==> config.mk <==
export PLATFORM = sky130hd
export DESIGN_NAME = spi_sensor_responder_flat
export DESIGN_NICKNAME = d
export VERILOG_FILES = /design/src/rtl/spi_sensor_pkg.sv /design/src/rtl/spi_sensor_responder_if.sv /design/src/rtl/spi_sync_edge.sv /design/src/rtl/spi_sensor_responder.sv /design/src/flat_wrapper.sv
export SDC_FILE = /design/constraint.sdc
export NUM_CORES = 1
export LEC_CHECK = 0
export ABC_AREA = 1
export CELL_PAD_IN_SITES_DETAIL_PLACEMENT = 1
export CELL_PAD_IN_SITES_GLOBAL_PLACEMENT = 1
export CORE_UTILIZATION = 40
export CTS_CLUSTER_SIZE = 20
export DETAILED_ROUTE_END_ITERATION = 10
export PLACE_DENSITY = 0.68
export SLEW_MARGIN = 20
export SYNTH_ARGS = -nofsm -noshare
export SYNTH_HDL_FRONTEND = slang
export SYNTH_HIERARCHICAL = 1
export SYNTH_SLANG_ARGS = --single-unit
==> constraint.sdc <==
create_clock -name clk -period 5.1 [get_ports clk]
set_clock_uncertainty 0.05 [all_clocks]
set_input_delay 0.51 -clock clk [delete_from_list [all_inputs] [get_ports clk]]
set_output_delay 0.51 -clock clk [all_outputs]
set_load 0.02 [all_outputs]
==> src/rtl/spi_sensor_pkg.sv <==
// rtl/spi_sensor_pkg.sv - shared op encodings, FSM state type and constants for the SPI sensor responder
package spi_sensor_pkg;

    localparam logic [1:0] OP_CONVERT = 2'b00;
    localparam logic [1:0] OP_CALIB   = 2'b01;
    localparam logic [1:0] OP_WRITE   = 2'b10;
    localparam logic [1:0] OP_READ    = 2'b11;

    localparam logic [7:0] WRITE_ACK_TAG = 8'hFF;

    // Register storage is sized for the full 6-bit address space; slots at or
    // above REG_COUNT are never written and trim away.
    localparam int REG_SLOTS = 64;

    typedef enum logic [1:0] {
        IDLE  = 2'd0,
        SHIFT = 2'd1,
        DONE  = 2'd2
    } fsm_state_t;

endpackage

==> src/rtl/spi_sensor_responder_if.sv <==
// rtl/spi_sensor_responder_if.sv - SPI pin bundle between the main controller and the sensor responder
interface spi_sensor_responder_if;
    logic SCLK_wire;
    logic CS_b_wire;
    logic MOSI_to_sensor;
    logic MISO_from_sensor;

    modport master (
        output SCLK_wire,
        output CS_b_wire,
        output MOSI_to_sensor,
        input  MISO_from_sensor
    );

    modport slave (
        input  SCLK_wire,
        input  CS_b_wire,
        input  MOSI_to_sensor,
        output MISO_from_sensor
    );
endinterface

==> src/rtl/spi_sync_edge.sv <==
// rtl/spi_sync_edge.sv - 2-FF synchronizer with rise/fall pulses on the synchronized value
module spi_sync_edge #(
    parameter bit RESET_VAL = 1'b0
) (
    input  logic clk,
    input  logic reset_b,
    input  logic async_in,
    output logic sync_out,
    output logic rise,
    output logic fall
);
    logic meta_q;
    logic sync_q;
    logic prev_q;

    always_ff @(posedge clk or negedge reset_b) begin
        if (!reset_b) begin
            meta_q <= RESET_VAL;
            sync_q <= RESET_VAL;
            prev_q <= RESET_VAL;
        end else begin
            meta_q <= async_in;
            sync_q <= meta_q;
            prev_q <= sync_q;
        end
    end

    assign sync_out = sync_q;
    assign rise     = sync_q & ~prev_q;
    assign fall     = ~sync_q & prev_q;
endmodule

==> src/rtl/spi_sensor_responder.sv <==
// rtl/spi_sensor_responder.sv - SPI mode-0 sensor emulator: command decode, register file, delayed result pipeline
module spi_sensor_responder
    import spi_sensor_pkg::*;
#(
    parameter int PIPE_DEPTH = 2,
    parameter int REG_COUNT  = 32,
    parameter int FRAME_BITS = 16
) (
    input  logic                   clk,
    input  logic                   reset_b,
    spi_sensor_responder_if.slave  spi,
    output logic                   frame_valid,
    output logic [15:0]            last_cmd,
    output logic                   frame_err,
    output logic [31:0]            frame_count
);
    localparam logic [6:0] REG_LIMIT = 7'(REG_COUNT);

    logic sclk_rise, sclk_fall, cs_rise, cs_fall, mosi_s;
    logic sclk_sync_unused, cs_sync_unused, mosi_rise_unused, mosi_fall_unused;

    spi_sync_edge #(.RESET_VAL(1'b0)) u_sclk (
        .clk(clk), .reset_b(reset_b), .async_in(spi.SCLK_wire),
        .sync_out(sclk_sync_unused), .rise(sclk_rise), .fall(sclk_fall)
    );
    // CS_b idles high, so its synchronizer resets high to avoid a false edge.
    spi_sync_edge #(.RESET_VAL(1'b1)) u_cs (
        .clk(clk), .reset_b(reset_b), .async_in(spi.CS_b_wire),
        .sync_out(cs_sync_unused), .rise(cs_rise), .fall(cs_fall)
    );
    spi_sync_edge #(.RESET_VAL(1'b0)) u_mosi (
        .clk(clk), .reset_b(reset_b), .async_in(spi.MOSI_to_sensor),
        .sync_out(mosi_s), .rise(mosi_rise_unused), .fall(mosi_fall_unused)
    );

    fsm_state_t  state, state_next;
    logic [4:0]  bit_cnt;
    logic [15:0] rx_word, tx_word;
    logic        miso_q;
    logic [15:0] pipe [PIPE_DEPTH];
    logic [7:0]  reg_file [REG_SLOTS];

    logic load_frame, shift_bit, drive_bit, accept, abort;

    always_ff @(posedge clk or negedge reset_b) begin
        if (!reset_b) state <= IDLE;
        else          state <= state_next;
    end

    always_comb begin
        state_next = state;
        load_frame = 1'b0;
        shift_bit  = 1'b0;
        drive_bit  = 1'b0;
        accept     = 1'b0;
        abort      = 1'b0;
        if (cs_fall) begin
            state_next = SHIFT;
            load_frame = 1'b1;
        end else begin
            case (state)
                IDLE: ;
                SHIFT: begin
                    // CS_b rising takes precedence over any SCLK edge in the same clk.
                    if (cs_rise) begin
                        state_next = IDLE;
                        abort      = 1'b1;
                    end else if (sclk_rise) begin
                        shift_bit = 1'b1;
                        if (bit_cnt == 5'd15) state_next = DONE;
                    end else if (sclk_fall && bit_cnt != 5'd0) begin
                        drive_bit = 1'b1;
                    end
                end
                DONE: begin
                    if (cs_rise) begin
                        state_next = IDLE;
                        accept     = 1'b1;
                    end
                end
                default: state_next = IDLE;
            endcase
        end
    end

    logic [1:0]  op;
    logic [5:0]  addr;
    logic [7:0]  data;
    logic        addr_ok;
    logic [15:0] result;
    logic [3:0]  tx_idx;

    always_comb begin
        op      = rx_word[15:14];
        addr    = rx_word[13:8];
        data    = rx_word[7:0];
        addr_ok = ({1'b0, addr} < REG_LIMIT);
        tx_idx  = 4'd15 - bit_cnt[3:0];
        result  = 16'h0000;
        case (op)
            OP_CONVERT: result = {addr, frame_count[9:0]};
            OP_CALIB:   result = 16'h0000;
            OP_WRITE:   result = {WRITE_ACK_TAG, data};
            OP_READ:    result = addr_ok ? {8'h00, reg_file[addr]} : 16'h0000;
            default:    result = 16'h0000;
        endcase
    end

    always_ff @(posedge clk or negedge reset_b) begin
        if (!reset_b) begin
            bit_cnt     <= 5'd0;
            rx_word     <= 16'h0000;
            tx_word     <= 16'h0000;
            miso_q      <= 1'b0;
            frame_valid <= 1'b0;
            frame_err   <= 1'b0;
            last_cmd    <= 16'h0000;
            frame_count <= 32'd0;
            for (int i = 0; i < PIPE_DEPTH; i++) pipe[i] <= 16'h0000;
            for (int i = 0; i < REG_SLOTS; i++) reg_file[i] <= 8'h00;
        end else begin
            frame_valid <= accept;
            frame_err   <= abort;
            if (load_frame) begin
                bit_cnt <= 5'd0;
                tx_word <= pipe[PIPE_DEPTH-1];
                miso_q  <= pipe[PIPE_DEPTH-1][15];
            end
            if (shift_bit) begin
                rx_word <= {rx_word[14:0], mosi_s};
                bit_cnt <= bit_cnt + 5'd1;
            end
            if (drive_bit) miso_q <= tx_word[tx_idx];
            if (accept || abort) miso_q <= 1'b0;
            if (accept) begin
                last_cmd    <= rx_word;
                frame_count <= frame_count + 32'd1;
                pipe[0]     <= result;
                for (int i = 1; i < PIPE_DEPTH; i++) pipe[i] <= pipe[i-1];
                if (op == OP_WRITE && addr_ok) reg_file[addr] <= data;
            end
        end
    end

    assign spi.MISO_from_sensor = miso_q;

    a_params: assert property (@(posedge clk)
        FRAME_BITS == 16 && PIPE_DEPTH >= 1 && PIPE_DEPTH <= 3 && REG_COUNT >= 1 && REG_COUNT <= 64);
endmodule

==> src/flat_wrapper.sv <==
// flat-port wrapper written by rule: the top's interface ports become plain ports
module spi_sensor_responder_flat import spi_sensor_pkg::*;
#(
    parameter int PIPE_DEPTH = 2,
    parameter int REG_COUNT  = 32,
    parameter int FRAME_BITS = 16
)
  (clk, reset_b, frame_valid, last_cmd, frame_err, frame_count, spi_SCLK_wire, spi_CS_b_wire, spi_MOSI_to_sensor, spi_MISO_from_sensor);
  spi_sensor_responder_if spi_i ();
  input  logic clk;
  input  logic reset_b;
  output logic frame_valid;
  output logic [15:0] last_cmd;
  output logic frame_err;
  output logic [31:0] frame_count;
  input wire logic [$bits(spi_i.SCLK_wire)-1:0] spi_SCLK_wire;
  input wire logic [$bits(spi_i.CS_b_wire)-1:0] spi_CS_b_wire;
  input wire logic [$bits(spi_i.MOSI_to_sensor)-1:0] spi_MOSI_to_sensor;
  output wire logic [$bits(spi_i.MISO_from_sensor)-1:0] spi_MISO_from_sensor;
  assign spi_i.SCLK_wire = spi_SCLK_wire;
  assign spi_i.CS_b_wire = spi_CS_b_wire;
  assign spi_i.MOSI_to_sensor = spi_MOSI_to_sensor;
  assign spi_MISO_from_sensor = spi_i.MISO_from_sensor;
  spi_sensor_responder #(.PIPE_DEPTH(PIPE_DEPTH), .REG_COUNT(REG_COUNT), .FRAME_BITS(FRAME_BITS)) u_core (.clk(clk), .reset_b(reset_b), .spi(spi_i), .frame_valid(frame_valid), .last_cmd(last_cmd), .frame_err(frame_err), .frame_count(frame_count));
endmodule
==> impl_metrics.json <==
{
  "status": "complete, no violations",
  "layout_commonest_cell": "nand2_1",
  "rows": 78,
  "startpoint_type": "flip-flop",
  "power-per-cell-area_nw_per_um2": 360,
  "crit_buf_inv": 1,
  "holdPathStages": 0,
  "ys_warn_count": 6,
  "layout-drive-gt1-share_pct": 6.13,
  "slowest_delay_ns": 0.89,
  "slowest_stage": "nor2_4",
  "cts_tree": "done",
  "cts_max_path_buffers": 3,
  "setup-violations-final": 0,
  "crit_end": "u_core/pipe[19]",
  "fmax_mhz": 323,
  "wl_per_cell_um": 17.9,
  "setup_tns_ns": 0,
  "antenna_found_initial": 1,
  "start_util_pct": 40.7,
  "cts_root_buf": "clkbuf_16",
  "pre_cts_slack_ns": 1.99,
  "cellLeakagePower_nw": 9.58,
  "syn_area_um2": 18500,
  "gr-total-overflow": 0,
  "required_ns": 5.54,
  "via_per_inst": 5.01,
  "critPathCaptureType": "flip-flop",
  "clk_pin_slew_ns": 0.06,
  "hp-class": "flip-flop to flip-flop",
  "crit_chain": "inv_1 -> nor2_4 -> nand3_1 -> nand2_1 -> nor2_1 -> nor2_1 -> nor2_1 -> nand2_1 -> nand2_1 -> a21oi_1",
  "path_max_fanout": 32,
  "drv_slew": 0,
  "grt_pass1_wl_um": 88700,
  "slew_headroom_pct": 25.3,
  "grt_usage_pct": 23.9,
  "routed_wl_um": 53800,
  "irDropWorstVdd_mv": 0.236,
  "final_cell_mix": "nand2_1 (781), dfrtp_1 (382), inv_1 (331)",
  "cap_violations": 0,
  "fin_ws_ns": 2.00,
  "worst_slew_pin_slew_ns": 1.12,
  "cts_inserted_buffers": 44,
  "drt-initial-drc-count": 1125,
  "remaining_drc_errors": 0,
  "postSynthAreaPerCell_um2": 7.77,
  "finalCritPeriodShare_pct": 60.7,
  "reg2reg_slack_ns": 2.00,
  "totalPowerFinal_mw": 7.51,
  "fp.dieH_um": 217,
  "vias": 15095,
  "firstDrtPassIters": 5,
  "crit_arrival_ns": 3.54,
  "nNetsFinal": 2388,
  "reg2regPathDepth": 10,
  "grt_max_degree": 117,
  "cts.sinks": 386,
  "finish.utilization_pct": 45.9,
  "syn2layout_area_growth_pct": 12.9,
  "die-area_um2": 47100,
  "antenna_cells": 0,
  "core_area_um2": 45500,
  "cp-startpoint": "u_core/rx_word[10]",
  "grt_pass1_vias": 15702,
  "hold_violations": 0,
  "worst-path-stages": 10,
  "gp_congestion": 0.816,
  "syn-num-nets": 2391,
  "r2r-start": "u_core/rx_word[10]",
  "hold_ws_ns": 0.308,
  "cts_setup_buffers": 0,
  "final_antenna_net_count": 0,
  "hpwl_um": 34300,
  "cts.htree.levels": 2,
  "clock_latency_ns": 0.57,
  "critical-path-top-delay-family": "simple AND/OR/NAND/NOR gates",
  "rr_endpoint": "u_core/pipe[19]",
  "port_buffers": 55,
  "rsz0062_at_grt": "no",
  "io_pins": 56,
  "die_x_um": 217,
  "period_needed_ns": 3.10,
  "synthesis.instances": 2382,
  "worstSetupPathType": "flip-flop to flip-flop"
}
layout make-up:
type                    count  area (um2)
clock buffers              70        1380
clock inverters            10         103
fillers                  5586       24600
inverters                 336        1260
multi-input cells        1535        6980
flip-flops and latches    386        9670
well taps                 600         751
repair buffers             76         753
sequential cells by signal, summed over array words and instances, names as in the netlist, 2 cells and up:
register            flops
u_core/last_cmd        16
u_core/reg_file       256
u_core/frame_count     32
u_core/pipe            32
u_core/tx_word         16
u_core/bit_cnt          5
u_core/rx_word         16
u_core/state            2
how the worst min path moves through the flow:
stage                         startpoint                     end
floorplan                        reset_b       u_core/bit_cnt[0]
detailed placement  u_core/u_mosi/meta_q  u_core/u_mosi/sync_out
global placement    u_core/u_sclk/meta_q  u_core/u_sclk/sync_out
CTS                        spi_CS_b_wire      u_core/u_cs/meta_q
finish              u_core/u_sclk/meta_q  u_core/u_sclk/sync_out
global route               spi_CS_b_wire      u_core/u_cs/meta_q
metal layers:
layer / share of wire, % / GRT usage, %
met2: 48 / 39.8
met1: 47 / 32.9
met3: 2.9 / 3.49
met5: 0 / 0
met4: 1.7 / 5.35
stage by stage:
step,instances,cell area [um2]
6_report,3013,20900
5_1_grt,3013,20900
4_1_cts,3013,20900
3_5_place_dp,2932,19400
3_3_place_gp,2932,19400
2_1_floorplan,2382,18500
power breakdown:
group	switching [mW]	internal, mW
clock network	1.28	1.95
logic	0.585	0.227
registers	0.171	3.30
timing repair:
action / in CTS / in global routing
hold buffers: 1 / 0
hold endpoints to repair: 16 / 0
resized for setup: 0 / 0
No activity file was read; power rests on OpenSTA's default activity.
